### config.mk
export PLATFORM = sky130hd
export DESIGN_NAME = mmio_fifo_buf
export DESIGN_NICKNAME = d
export VERILOG_FILES = /design/src/rtl/mmio_fifo_pkg.sv /design/src/rtl/mmio_fifo_ram.sv /design/src/rtl/mmio_fifo_buf.sv
export SDC_FILE = /design/constraint.sdc
export NUM_CORES = 1
export LEC_CHECK = 0
export CAP_MARGIN = 20
export CORE_UTILIZATION = 45
export DETAILED_ROUTE_END_ITERATION = 10
export GPL_TIMING_DRIVEN = 1
export MAX_ROUTING_LAYER = met4
export SLEW_MARGIN = 30
export SYNTH_ARGS = -nofsm -noshare
export SYNTH_HDL_FRONTEND = slang
export SYNTH_SLANG_ARGS = --single-unit
### constraint.sdc
create_clock -name clk -period 15.3 [get_ports clk]
set_clock_uncertainty 0.15 [all_clocks]
set_input_delay 2.295 -clock clk [delete_from_list [all_inputs] [get_ports clk]]
set_output_delay 2.295 -clock clk [all_outputs]
set_load 0.03 [all_outputs]
### src/rtl/mmio_fifo_pkg.sv
// Shared definitions for the MMIO push/pop FIFO: data width, status-word
// bit positions and the MMIO word type.
package mmio_fifo_pkg;

   localparam int MMIO_DATA_W = 64;

   // Bit positions inside the 64-bit status word
   localparam int ST_EMPTY     = 0;
   localparam int ST_FULL      = 1;
   localparam int ST_UDF       = 2;
   localparam int ST_OVF       = 3;
   localparam int ST_COUNT_LSB = 16;
   localparam int ST_HWM_LSB   = 32;
   localparam int ST_DROPS_LSB = 48;

   typedef logic [63:0] t_mmio_word;

   // True when v is a power of two no smaller than 2
   function automatic bit is_pow2_min2(input int v);
      return (v >= 2) && ((v & (v - 1)) == 0);
   endfunction

endpackage

### src/rtl/mmio_fifo_ram.sv
// Simple dual-port storage for the MMIO FIFO: one write port, one registered
// read port. The array has no reset; a read and write to the same address in
// one cycle returns the old contents (read-first), which lets a full FIFO
// accept a push into the slot being popped.
module mmio_fifo_ram
   import mmio_fifo_pkg::*;
#(
   parameter int WIDTH = MMIO_DATA_W,
   parameter int DEPTH = 8,
   parameter int AW    = $clog2(DEPTH)
) (
   input  logic             clk,
   input  logic             we,
   input  logic [AW-1:0]    waddr,
   input  logic [WIDTH-1:0] wdata,
   input  logic             re,
   input  logic [AW-1:0]    raddr,
   output logic [WIDTH-1:0] rdata
);

   logic [WIDTH-1:0] mem_reg [0:DEPTH-1];
   logic [WIDTH-1:0] rdata_reg;

   // Write port
   always_ff @(posedge clk) begin
      if (we) begin
         mem_reg[waddr] <= wdata;
      end
   end

   // Registered read port, only updates on an accepted pop
   always_ff @(posedge clk) begin
      if (re) begin
         rdata_reg <= mem_reg[raddr];
      end
   end

   assign rdata = rdata_reg;

endmodule

### src/rtl/mmio_fifo_buf.sv
// Circular-buffer FIFO between the MMIO write decode (producer) and the MMIO
// read responder (consumer). Every pop request gets a response one cycle
// later; popping an empty FIFO answers with data 0 and rd_err set.
// Optional feature: define MMIO_FIFO_STATS_EN to add a high-water mark and a
// saturating dropped-push counter, exported in status[63:32].
module mmio_fifo_buf
   import mmio_fifo_pkg::*;
#(
   parameter int WIDTH    = MMIO_DATA_W,
   parameter int DEPTH    = 8,
   parameter int AF_LEVEL = 6
) (
   input  logic                     clk,
   input  logic                     rst_n,
   input  logic                     wr_en,
   input  logic [WIDTH-1:0]         wr_data,
   input  logic                     rd_en,
   output logic                     rd_valid,
   output logic [WIDTH-1:0]         rd_data,
   output logic                     rd_err,
   input  logic                     clr_err,
   output logic                     full,
   output logic                     empty,
   output logic                     almost_full,
   output logic [$clog2(DEPTH):0]   count,
   output logic [63:0]              status
);

   localparam int AW = $clog2(DEPTH);
   localparam int CW = AW + 1;

   // Reject unsupported geometries at elaboration time
   if (!is_pow2_min2(DEPTH)) begin : g_bad_depth
      $error("mmio_fifo_buf: DEPTH must be a power of two and >= 2");
   end
   if (AF_LEVEL < 1 || AF_LEVEL > DEPTH) begin : g_bad_af_level
      $error("mmio_fifo_buf: AF_LEVEL must be in 1..DEPTH");
   end

   logic [AW-1:0]    wptr_reg;
   logic [AW-1:0]    rptr_reg;
   logic [CW-1:0]    count_reg;
   logic [CW-1:0]    count_next;
   logic             rd_valid_reg;
   logic             rd_err_reg;
   logic             rd_hit_reg;
   logic             ovf_reg;
   logic             udf_reg;
   logic [WIDTH-1:0] ram_rdata;
   logic [31:0]      stats_word;

   logic push_ok;
   logic pop_ok;
   logic drop;
   logic underflow;

   assign full        = (count_reg == CW'(DEPTH));
   assign empty       = (count_reg == '0);
   assign almost_full = (count_reg >= CW'(AF_LEVEL));
   assign count       = count_reg;

   // A pop on a full FIFO frees a slot, so a simultaneous push still lands
   assign pop_ok    = rd_en && !empty;
   assign push_ok   = wr_en && (!full || rd_en);
   assign drop      = wr_en && full && !rd_en;
   assign underflow = rd_en && empty;

   assign count_next = count_reg + CW'(push_ok) - CW'(pop_ok);

   mmio_fifo_ram #(
      .WIDTH (WIDTH),
      .DEPTH (DEPTH),
      .AW    (AW)
   ) u_ram (
      .clk   (clk),
      .we    (push_ok),
      .waddr (wptr_reg),
      .wdata (wr_data),
      .re    (pop_ok),
      .raddr (rptr_reg),
      .rdata (ram_rdata)
   );

   // Pointers, occupancy, pop response and sticky error flags
   always_ff @(posedge clk or negedge rst_n) begin
      if (!rst_n) begin
         wptr_reg     <= '0;
         rptr_reg     <= '0;
         count_reg    <= '0;
         rd_valid_reg <= 1'b0;
         rd_err_reg   <= 1'b0;
         rd_hit_reg   <= 1'b0;
         ovf_reg      <= 1'b0;
         udf_reg      <= 1'b0;
      end else begin
         if (push_ok) begin
            wptr_reg <= wptr_reg + 1'b1;
         end
         if (pop_ok) begin
            rptr_reg <= rptr_reg + 1'b1;
         end
         count_reg    <= count_next;
         rd_valid_reg <= rd_en;
         rd_err_reg   <= underflow;
         rd_hit_reg   <= pop_ok;
         // A new error in the same cycle as clr_err keeps the flag set
         if (drop) begin
            ovf_reg <= 1'b1;
         end else if (clr_err) begin
            ovf_reg <= 1'b0;
         end
         if (underflow) begin
            udf_reg <= 1'b1;
         end else if (clr_err) begin
            udf_reg <= 1'b0;
         end
      end
   end

   assign rd_valid = rd_valid_reg;
   assign rd_err   = rd_err_reg;
   // Storage has no reset, so the word is forced to 0 unless the last pop hit
   assign rd_data  = rd_hit_reg ? ram_rdata : '0;

`ifdef MMIO_FIFO_STATS_EN
   logic [CW-1:0] hwm_reg;
   logic [15:0]   drops_reg;

   // High-water mark and saturating drop counter; clr_err always wins here
   always_ff @(posedge clk or negedge rst_n) begin
      if (!rst_n) begin
         hwm_reg   <= '0;
         drops_reg <= '0;
      end else if (clr_err) begin
         hwm_reg   <= '0;
         drops_reg <= '0;
      end else begin
         if (count_next > hwm_reg) begin
            hwm_reg <= count_next;
         end
         if (drop && (drops_reg != 16'hFFFF)) begin
            drops_reg <= drops_reg + 16'd1;
         end
      end
   end

   assign stats_word = {drops_reg, 16'(hwm_reg)};
`else
   assign stats_word = '0;
`endif

   // Status CSR image, decoded from registered state
   always_comb begin
      status                           = '0;
      status[ST_EMPTY]                 = empty;
      status[ST_FULL]                  = full;
      status[ST_UDF]                   = udf_reg;
      status[ST_OVF]                   = ovf_reg;
      status[ST_COUNT_LSB +: 16]       = 16'(count_reg);
      status[ST_HWM_LSB +: 32]         = stats_word;
   end

endmodule

==> impl_metrics.py, run 1 <==
metrics = {
    "run_status": {
        "outcome": "finished, violations left",
        "violations_in_the_final_reports": "design-rule violations",
    },
    "place": {
        "placement.io_buffers": 149,
        "dp_hpwl_mm": 22.2,
        "gp_congestion": 0.687,
        "detailedPlace.worstSlack_ps": 9900,
    },
    "final_layout": {
        "postLayoutCoreUtil": 0.534,
        "area_growth_pct": 17.2,
        "final_net_count": 1262,
        "largest_reg_flops": 512,
        "drive_gt1_frac": 0.247,
    },
    "synth": {
        "yosysMostFrequentCell": "edfxtp_1",
        "async_reset_ff_frac": 0.0254,
        "synth_top_cell_area_share": 0.759,
        "yosys_most_used_dff": "edfxtp_1",
        "ys_seq_area_frac": 0.775,
        "synth_area_leader_cell": "edfxtp_1",
        "yosys_warnings": 0,
        "netlist_instances": 1008,
        "yosysUniqueCellTypes": 28,
        "postSynthAreaPerCell_um2": 22.6,
        "synth_enable_flop_cells": 576,
        "syn-cell-area_um2": 22800,
        "post_synth_main_area_contributors": "edfxtp_1 (76%), mux4_2 (13%), mux2_2 (3.3%), buf_4 (2.2%), and2_1 (1.8%)",
        "post_synth_most_frequent_cells": "edfxtp_1 (576), mux4_2 (128), buf_4 (66), mux2_2 (66), and2_1 (65)",
        "synth-seq-cells": 591,
    },
    "timing": {
        "grt_setup_unrepaired": "false",
        "clock.fmax_mhz": 195,
        "drv_slew": 0,
        "fin_crit_sh": 0.336,
        "slew_headroom": 0.417,
        "timing_worst_slew_pin_value_ps": 875,
        "fin_tns_setup_ps": 0,
        "post-route-worst-setup-slack_ps": 10160,
        "hold_viol_final": 0,
        "final_setup_violation_count": 0,
        "fin_crit_ps": 5140,
    },
    "clock_tree": {
        "cts_tree": "built",
        "clock_tree.buffer_depth": 3,
        "cts_post_setup_buffers_inserted": 0,
        "hold_buffers_post_cts": 0,
        "clockRootBuffer": "clkbuf_16",
        "worstSkewPairLatency_ps": 600,
        "clock_sink_count": 591,
        "cts_resized": 0,
        "clk_transition_reported_paths_ps": 60,
        "depth_of_the_cts_h_tree": 2,
        "cts_made_buffers": 58,
    },
    "route": {
        "via_count": 9821,
        "detail_route.wirelength_mm": 42.5,
        "dr.pass1.iters": 7,
        "viasPerCell": 5.16,
        "drt_iter0_drc": 589,
        "drtAntennaViolNets": 0,
        "routed_wire_length_per_instance_um": 22.3,
        "drc": 1,
    },
    "global_route": {
        "overflow": 0,
        "grt_start_max_net_pins": 68,
        "via_count_of_the_first_global_routing_pass": 10500,
        "grt_antenna_before_repair": 4,
        "grt_util_all_layers": 0.175,
        "grt_pass1_wl_mm": 64.1,
    },
    "min_path": {
        "worst_hold_path_startpoint": "udf_reg",
        "timing.hold.worst_endpoint": "udf_reg",
        "whs_path_depth": 1,
        "min_path_type": "register to register",
    },
    "setup_path": {
        "cp_cell_sequence": "inv_1 > ha_1 > nor3b_1 > clkdlybuf4s50_1",
        "critPathRequiredTime_ps": 12860,
        "ff2ff_setup_slack_ps": 12050,
        "cp_data_arrival_time_ps": 2690,
        "r2r_end": "u_ram.mem_reg[3][47]",
        "timing.critical_path.buf_inv": 2,
        "worst_reg_to_reg_path_cell_count": 6,
        "critPathLaunchType": "register",
        "worst_setup_path_end_kind": "primary output",
        "worstReg2RegStart": "count[2]",
        "critical-path-top-delay-family": "buffers and inverters",
        "worst-setup-path-type": "register to primary output",
        "critical-path-max-stage-delay_ps": 800,
        "crit_fanout": 5,
        "cpMaxStageDelayCell": "clkdlybuf4s50_1",
    },
    "pwr": {
        "power.density_cell_area_nw_per_um2": 189,
        "p_leak_uw": 0.00866,
        "ir_worst_vdd_uv": 102,
    },
    "floorplan": {
        "fp.dieW_um": 227,
        "initial_utilization": 0.455,
        "boundaryPins": 206,
        "die_y_um": 227,
        "total_die_area_um2": 51600,
        "std_cell_rows": 82,
        "placeableCoreArea_um2": 50100,
    },
    "flow_run": {
        "max-cap-violations": 0,
    },
}
-- worst max-delay path by stage --
| stage | cells after the start | from | slack [ps] | end |
|---|---|---|---|---|
| after floorplan | 3 | rd_en | 7650 | u_ram.mem_reg[1][0] |
| after global placement | 5 | rd_en | 9960 | u_ram.mem_reg[3][39] |
| after detailed placement | 5 | rd_en | 9900 | u_ram.mem_reg[3][39] |
| after CTS | 4 | count[2] | 10070 | empty |
| after global routing | 4 | count[2] | 10010 | status[0] |
| final | 4 | count[2] | 10160 | empty |
-- placed cells by master, fill, tap and decap left out, types with 2 or more instances in the layout --
master,synthesis,routed
mux4_2,128,128
dfrtp_4,0,3
a21o_1,2,2
xnor2_1,3,3
clkinv_1,0,14
buf_6,11,6
nand3_1,2,2
nand2b_1,2,2
edfxtp_1,576,576
nor3_2,0,2
clkbuf_16,0,59
dfrtp_1,15,11
nand2_1,5,5
clkbuf_1,16,13
buf_16,0,2
buf_4,66,8
xor2_1,3,3
clkinv_2,0,11
nor3b_1,2,2
ha_1,9,9
and2_1,65,65
clkdlybuf4s50_1,0,149
nor2_4,0,6
inv_1,9,9
bufinv_16,0,6
diode_2,0,4
mux2_2,66,66
conb_1,1,56
-- final cells by class --
| class | instances | area [um^2] |
|---|---|---|
| flip-flops and latches | 591 | 17700 |
| multi-input cells | 358 | 4640 |
| repair buffers | 165 | 1670 |
| diodes | 4 | 10.0 |
| fillers | 3894 | 23300 |
| clock buffers | 72 | 1530 |
| well taps | 672 | 841 |
| clock inverters | 34 | 315 |
| inverters | 9 | 33.8 |
-- logic make-up (layout without fill, tap and decap cells) --
group / count (synthesis) / count (layout) / synth area share
other: 1 / 60 / 0.000164
AOI/OAI and AO/OA: 4 / 4 / 0.00126
adders and majority gates: 10 / 10 / 0.00582
xor gates and xnor gates: 6 / 6 / 0.00231
and+or+nand+nor: 88 / 88 / 0.0229
DFF: 591 / 591 / 0.775
muxes: 194 / 194 / 0.159
buffers and inverters: 114 / 280 / 0.0334
-- layer usage --
layer  up-vias  part of all wire  track usage
met2       237              0.51        0.295
met3        63             0.052       0.0310
li1       4348                 -            -
met1      5173              0.41        0.218
met5         -                 0            -
met4         0             0.022       0.0511
-- power by group --
group	switching (uW)	internal, uW	total [uW]
combinational	718	679	1400
sequential	132	2150	2280
clock	577	805	1380
total	1430	3630	5060
-- metrics by stage --
step | hold WS, ps | instance area, um^2 | total power (uW) | std cells
after global placement | 321 | 24800 | 3720 | 1793
after global routing | 370 | 26700 | 5290 | 1905
after CTS | 340 | 26700 | 5140 | 1900
final | 339 | 26700 | 5060 | 1905
after detailed placement | 322 | 24800 | 3750 | 1794
after floorplan | 304 | 23000 | 3320 | 1063
Note: power is estimated with default switching activity, not from simulation.
==> inputs of run 2 (changes only) <==
- clock period: 15.3 -> 5.3 ns (I/O delays scaled with it)
==> impl_metrics.py, run 2 (synthesized netlist as in run 1, its figures left out) <==
metrics = {
    "pwr": {
        "fin_total_pwr_uw": 14600,
        "internal_power_uw": 10400,
        "p_leak_uw": 0.00868,
        "ir_worst_vdd_uv": 277,
        "total_switching_power_uw": 4200,
        "power.density_cell_area_nw_per_um2": 547,
        "share_comb_of_total_power": 0.272,
        "sw_frac_of_total": 0.287,
        "seqPwrFrac": 0.459,
        "p_clk_frac": 0.269,
    },
    "route": {
        "dr.pass1.iters": 6,
        "drtAntennaViolNets": 0,
        "drc": 0,
        "detail_route.wirelength_mm": 42.9,
        "via_count": 9875,
        "viasPerCell": 5.17,
        "drt_iter0_drc": 673,
        "routed_wire_length_per_instance_um": 22.5,
    },
    "setup_path": {
        "critPathLaunchType": "register",
        "cpMaxStageDelayCell": "clkdlybuf4s50_1",
        "cp_cell_sequence": "inv_1 > ha_1 > nor3b_1 > clkdlybuf4s50_1",
        "worst_reg_to_reg_path_cell_count": 7,
        "worstReg2RegStart": "count[2]",
        "cp_data_arrival_time_ps": 2760,
        "worst-setup-path-type": "register to primary output",
        "worst_setup_path_end_kind": "primary output",
        "critical-path-max-stage-delay_ps": 810,
        "r2r_end": "u_ram.mem_reg[0][18]",
        "critical-path-top-delay-family": "buffers and inverters",
        "ff2ff_setup_slack_ps": 2130,
        "crit_fanout": 5,
        "critPathRequiredTime_ps": 4360,
        "timing.critical_path.buf_inv": 2,
    },
    "clock_tree": {
        "clock_tree.buffer_depth": 3,
        "worstSkewPairLatency_ps": 610,
        "cts_resized": 0,
        "clk_transition_reported_paths_ps": 60,
        "clockRootBuffer": "clkbuf_16",
        "clock_sink_count": 591,
        "hold_buffers_post_cts": 0,
        "cts_tree": "built",
        "cts_post_setup_buffers_inserted": 0,
        "depth_of_the_cts_h_tree": 2,
        "cts_made_buffers": 59,
    },
    "place": {
        "dp_hpwl_mm": 22.8,
        "gp_congestion": 0.723,
        "detailedPlace.worstSlack_ps": 1610,
        "placement.io_buffers": 149,
        "place_inst": 1797,
    },
    "floorplan": {
        "initial_utilization": 0.455,
        "std_cell_rows": 82,
        "fp.dieW_um": 227,
        "total_die_area_um2": 51600,
        "die_y_um": 227,
        "placeableCoreArea_um2": 50100,
        "boundaryPins": 206,
    },
    "final_layout": {
        "drive_gt1_frac": 0.247,
        "largest_reg_flops": 512,
        "layout.cells.most_common": "edfxtp_1",
        "final_cell_count_no_fill": 1909,
        "layout.filler_cells": 3890,
        "final_net_count": 1266,
        "area_growth_pct": 17.4,
        "layout_common_cells": "edfxtp_1 (576), clkdlybuf4s50_1 (149), mux4_2 (128)",
    },
    "run_status": {
        "outcome": "completed",
    },
    "timing": {
        "post-route-worst-setup-slack_ps": 1590,
        "fin_crit_sh": 0.700,
        "timing_worst_slew_pin_value_ps": 982,
        "fin_crit_ps": 3710,
        "fin_tns_setup_ps": 0,
        "clock.fmax_mhz": 270,
        "hold_viol_final": 0,
        "grt_setup_unrepaired": "false",
        "final_setup_violation_count": 0,
        "fin_hold_ws_ps": 352,
        "slew_headroom": 0.345,
        "drv_slew": 0,
    },
    "global_route": {
        "grt_start_max_net_pins": 68,
        "overflow": 0,
        "grt_util_all_layers": 0.177,
        "grt_antenna_before_repair": 2,
        "grt_pass1_wl_mm": 64.5,
        "via_count_of_the_first_global_routing_pass": 10400,
    },
    "min_path": {
        "worst_hold_path_startpoint": "udf_reg",
        "min_path_type": "register to register",
        "whs_path_depth": 1,
        "timing.hold.worst_endpoint": "udf_reg",
    },
    "flow_run": {
        "max-cap-violations": 0,
    },
}
[run 2: cell count changes in the layout (fill, tap and decap cells not counted)]
cell,delta
clkinv_1,+6
clkbuf_1,-4
buf_12,+3
bufinv_16,-2
nor3_2,-2
nor3_4,+2
clkbuf_16,+1
clkinv_2,-1
clkinv_8,+1
dfrtp_2,-1
dfrtp_4,+1
[run 2: layer usage]
layer,part of all wire,vias to the layer above,track usage
li1,-,4345,-
met4,0.017,0,0.0431
met5,0,-,-
met1,0.43,5227,0.230
met3,0.042,61,0.0319
met2,0.51,242,0.292
[run 2: through the flow]
stage	instance area (um^2)	util
2_1_floorplan	23000	-
3_3_place_gp	24900	0.497
3_5_place_dp	24900	0.498
4_1_cts	26700	0.534
5_1_grt	26800	0.535
6_report	26800	0.535
[run 2: worst max-delay path by stage]
stage	endpoint	slack, ps	depth (start not counted)	start
floorplan	u_ram.mem_reg[7][0]	700	5	count[2]
global placement	u_ram.mem_reg[0][26]	1650	6	rd_en
detailed placement	u_ram.mem_reg[0][19]	1610	6	rd_en
CTS	status[0]	1550	4	count[2]
global route	empty	1390	4	count[2]
finish	status[0]	1590	4	count[2]
[run 2: layout make-up]
type	count	area, um^2	area share
antenna	4	10.0	0.000374
clock buffer	69	1540	0.0573
clock inverter	38	289	0.0108
inverter	9	33.8	0.00126
multi-input combinational	358	4650	0.174
sequential	591	17700	0.660
tap	672	841	0.0314
timing repair buffer	168	1730	0.0648
[run 2: worst reg2reg max path: cells and delay by family (launching register included)]
kind | cells | cell delay, ps
buffers and inverters | 3 | 1220
adders and majority gates | 1 | 230
and+or+nand+nor | 3 | 790
DFF | 1 | 440
[run 2: power groups by stage]
stage | clock network (uW) | registers [uW] | logic [uW]
after global routing | 4200 | 6830 | 4270
final | 3940 | 6720 | 3980
after floorplan | 0 | 6510 | 3060
after CTS | 4040 | 6750 | 4070
after global placement | 0 | 6890 | 3950
after detailed placement | 0 | 6840 | 4040
==> inputs of run 3 (changes only) <==
- PLACE_DENSITY: unset -> 0.67
- clock period: 5.3 -> 3.4 ns (I/O delays scaled with it)
==> impl_metrics.py, run 3 (synthesized netlist as in run 1, its figures left out) <==
metrics = {
    "floorplan": {
        "placeableCoreArea_um2": 50100,
        "std_cell_rows": 82,
        "die_y_um": 227,
        "initial_utilization": 0.455,
        "total_die_area_um2": 51600,
        "fp.dieW_um": 227,
        "boundaryPins": 206,
    },
    "clock_tree": {
        "clock_tree.buffer_depth": 3,
        "clockRootBuffer": "clkbuf_16",
        "cts_made_buffers": 57,
        "clk_transition_reported_paths_ps": 60,
        "cts_tree": "built",
        "worstSkewPairLatency_ps": 600,
        "depth_of_the_cts_h_tree": 2,
        "hold_buffers_post_cts": 0,
        "cts_post_setup_buffers_inserted": 0,
        "cts_resized": 0,
        "clock_sink_count": 591,
    },
    "pwr": {
        "p_leak_uw": 0.00871,
        "power.density_cell_area_nw_per_um2": 846,
        "share_comb_of_total_power": 0.282,
        "ir_worst_vdd_uv": 456,
        "p_clk_frac": 0.264,
        "seqPwrFrac": 0.454,
        "total_switching_power_uw": 6460,
        "internal_power_uw": 16300,
        "sw_frac_of_total": 0.284,
    },
    "setup_path": {
        "cp_data_arrival_time_ps": 2340,
        "critPathLaunchType": "register",
        "cp_cell_sequence": "buf_12 > and2_1 > clkdlybuf4s50_1",
        "crit_fanout": 43,
        "critical-path-max-stage-delay_ps": 660,
        "worst_setup_path_end_kind": "primary output",
        "worstReg2RegStart": "count[2]",
        "ff2ff_setup_slack_ps": 570,
        "critPathRequiredTime_ps": 2740,
        "r2r_end": "count[2]",
        "cpMaxStageDelayCell": "clkdlybuf4s50_1",
        "worst_reg_to_reg_path_cell_count": 10,
        "worst-setup-path-type": "register to primary output",
    },
    "place": {
        "detailed_place.area_um2": 25100,
        "dp_hpwl_mm": 24.2,
        "placement.io_buffers": 149,
        "gp_congestion": 0.718,
        "detailedPlace.worstSlack_ps": 201,
    },
    "route": {
        "drc": 0,
        "routed_wire_length_per_instance_um": 21.9,
        "via_count": 9975,
        "dr.pass1.iters": 5,
        "drt_iter0_drc": 799,
        "drtAntennaViolNets": 0,
        "viasPerCell": 5.20,
        "detail_route.wirelength_mm": 42.0,
    },
    "global_route": {
        "grt_pass1_wl_mm": 63.2,
        "overflow": 0,
        "grt_antenna_before_repair": 5,
        "grt_util_all_layers": 0.172,
        "grt_start_max_net_pins": 68,
        "via_count_of_the_first_global_routing_pass": 10400,
    },
    "timing": {
        "slew_headroom": 0.502,
        "fin_crit_ps": 3000,
        "hold_viol_final": 0,
        "fin_crit_sh": 0.881,
        "clock.fmax_mhz": 334,
        "grt_setup_unrepaired": "false",
        "post-route-worst-setup-slack_ps": 404,
        "drv_slew": 0,
        "final_setup_violation_count": 0,
        "timing_worst_slew_pin_value_ps": 745,
    },
    "final_layout": {
        "area_growth_pct": 18.1,
        "layout.cells.most_common": "edfxtp_1",
        "postLayoutCoreUtil": 0.538,
        "final_net_count": 1273,
        "fin_area_um2": 26900,
        "largest_reg_flops": 512,
        "layout_common_cells": "edfxtp_1 (576), clkdlybuf4s50_1 (149), mux4_2 (128)",
        "drive_gt1_frac": 0.254,
    },
    "run_status": {
        "outcome": "completed",
    },
    "flow_run": {
        "max-cap-violations": 0,
    },
    "min_path": {
        "min_path_type": "input port to asynchronous set/reset pin",
    },
}
## run 3: changes by cell type in the layout (fill, tap and decap cells not counted), moves of 3 or more
cell        delta
buf_12        +14
buf_6          -6
clkbuf_1       +4
clkinv_2       -4
buf_4          +3
clkbuf_16      -3
clkinvlp_4     +3
dfrtp_2        +3
## run 3: how the worst max path moves through the flow
stage	start	endpoint	slack, ps	cells after the start
global route	rd_hit_reg	rd_data[39]	240	3
CTS	rd_hit_reg	rd_data[13]	310	3
global placement	rd_en	count[1]	210	9
floorplan	count[2]	u_ram.mem_reg[7][0]	-70	5
finish	rd_hit_reg	rd_data[39]	400	3
detailed placement	rd_en	count[2]	200	9
## run 3: area by class of cell
type | instances | area [um^2]
fill | 3827 | 23100
sequential | 591 | 17700
multi-input combinational | 358 | 4660
timing repair buffer | 177 | 1910
clock buffer | 70 | 1480
tap | 672 | 841
clock inverter | 36 | 299
inverter | 9 | 33.8
antenna | 5 | 12.5
## run 3: metrics by stage
stage	hold WS [ps]	std cells	power, uW	setup TNS [ps]
3_5_place_dp	336	1807	17100	0
6_report	193	1918	22800	0
2_1_floorplan	64.4	1063	14900	-24290
4_1_cts	187	1913	23100	0
3_3_place_gp	321	1807	17000	0
5_1_grt	239	1918	23800	0
## run 3: power by group through the flow
stage          Sequential [uW]  Clock, uW  Combinational, uW
3_3_place_gp             10500          0               6500
3_5_place_dp             10500          0               6550
6_report                 10300       6030               6420
4_1_cts                  10400       6170               6600
2_1_floorplan            10100          0               4800
5_1_grt                  10500       6420               6890
## run 3: worst max-delay path, delay by kind of cell, from the launching register on
kind                   cells  cell delay [ps]
AND/OR/NAND/NOR            1              160
buffers and inverters      2              890
flip-flops                 1              640
## run 3: routing by layer
layer | routed length [um] | GRT usage
met2 | 21100 | 0.278
met3 | 2020 | 0.0298
met5 | 0 | -
met1 | 18000 | 0.223
met4 | 856 | 0.0528
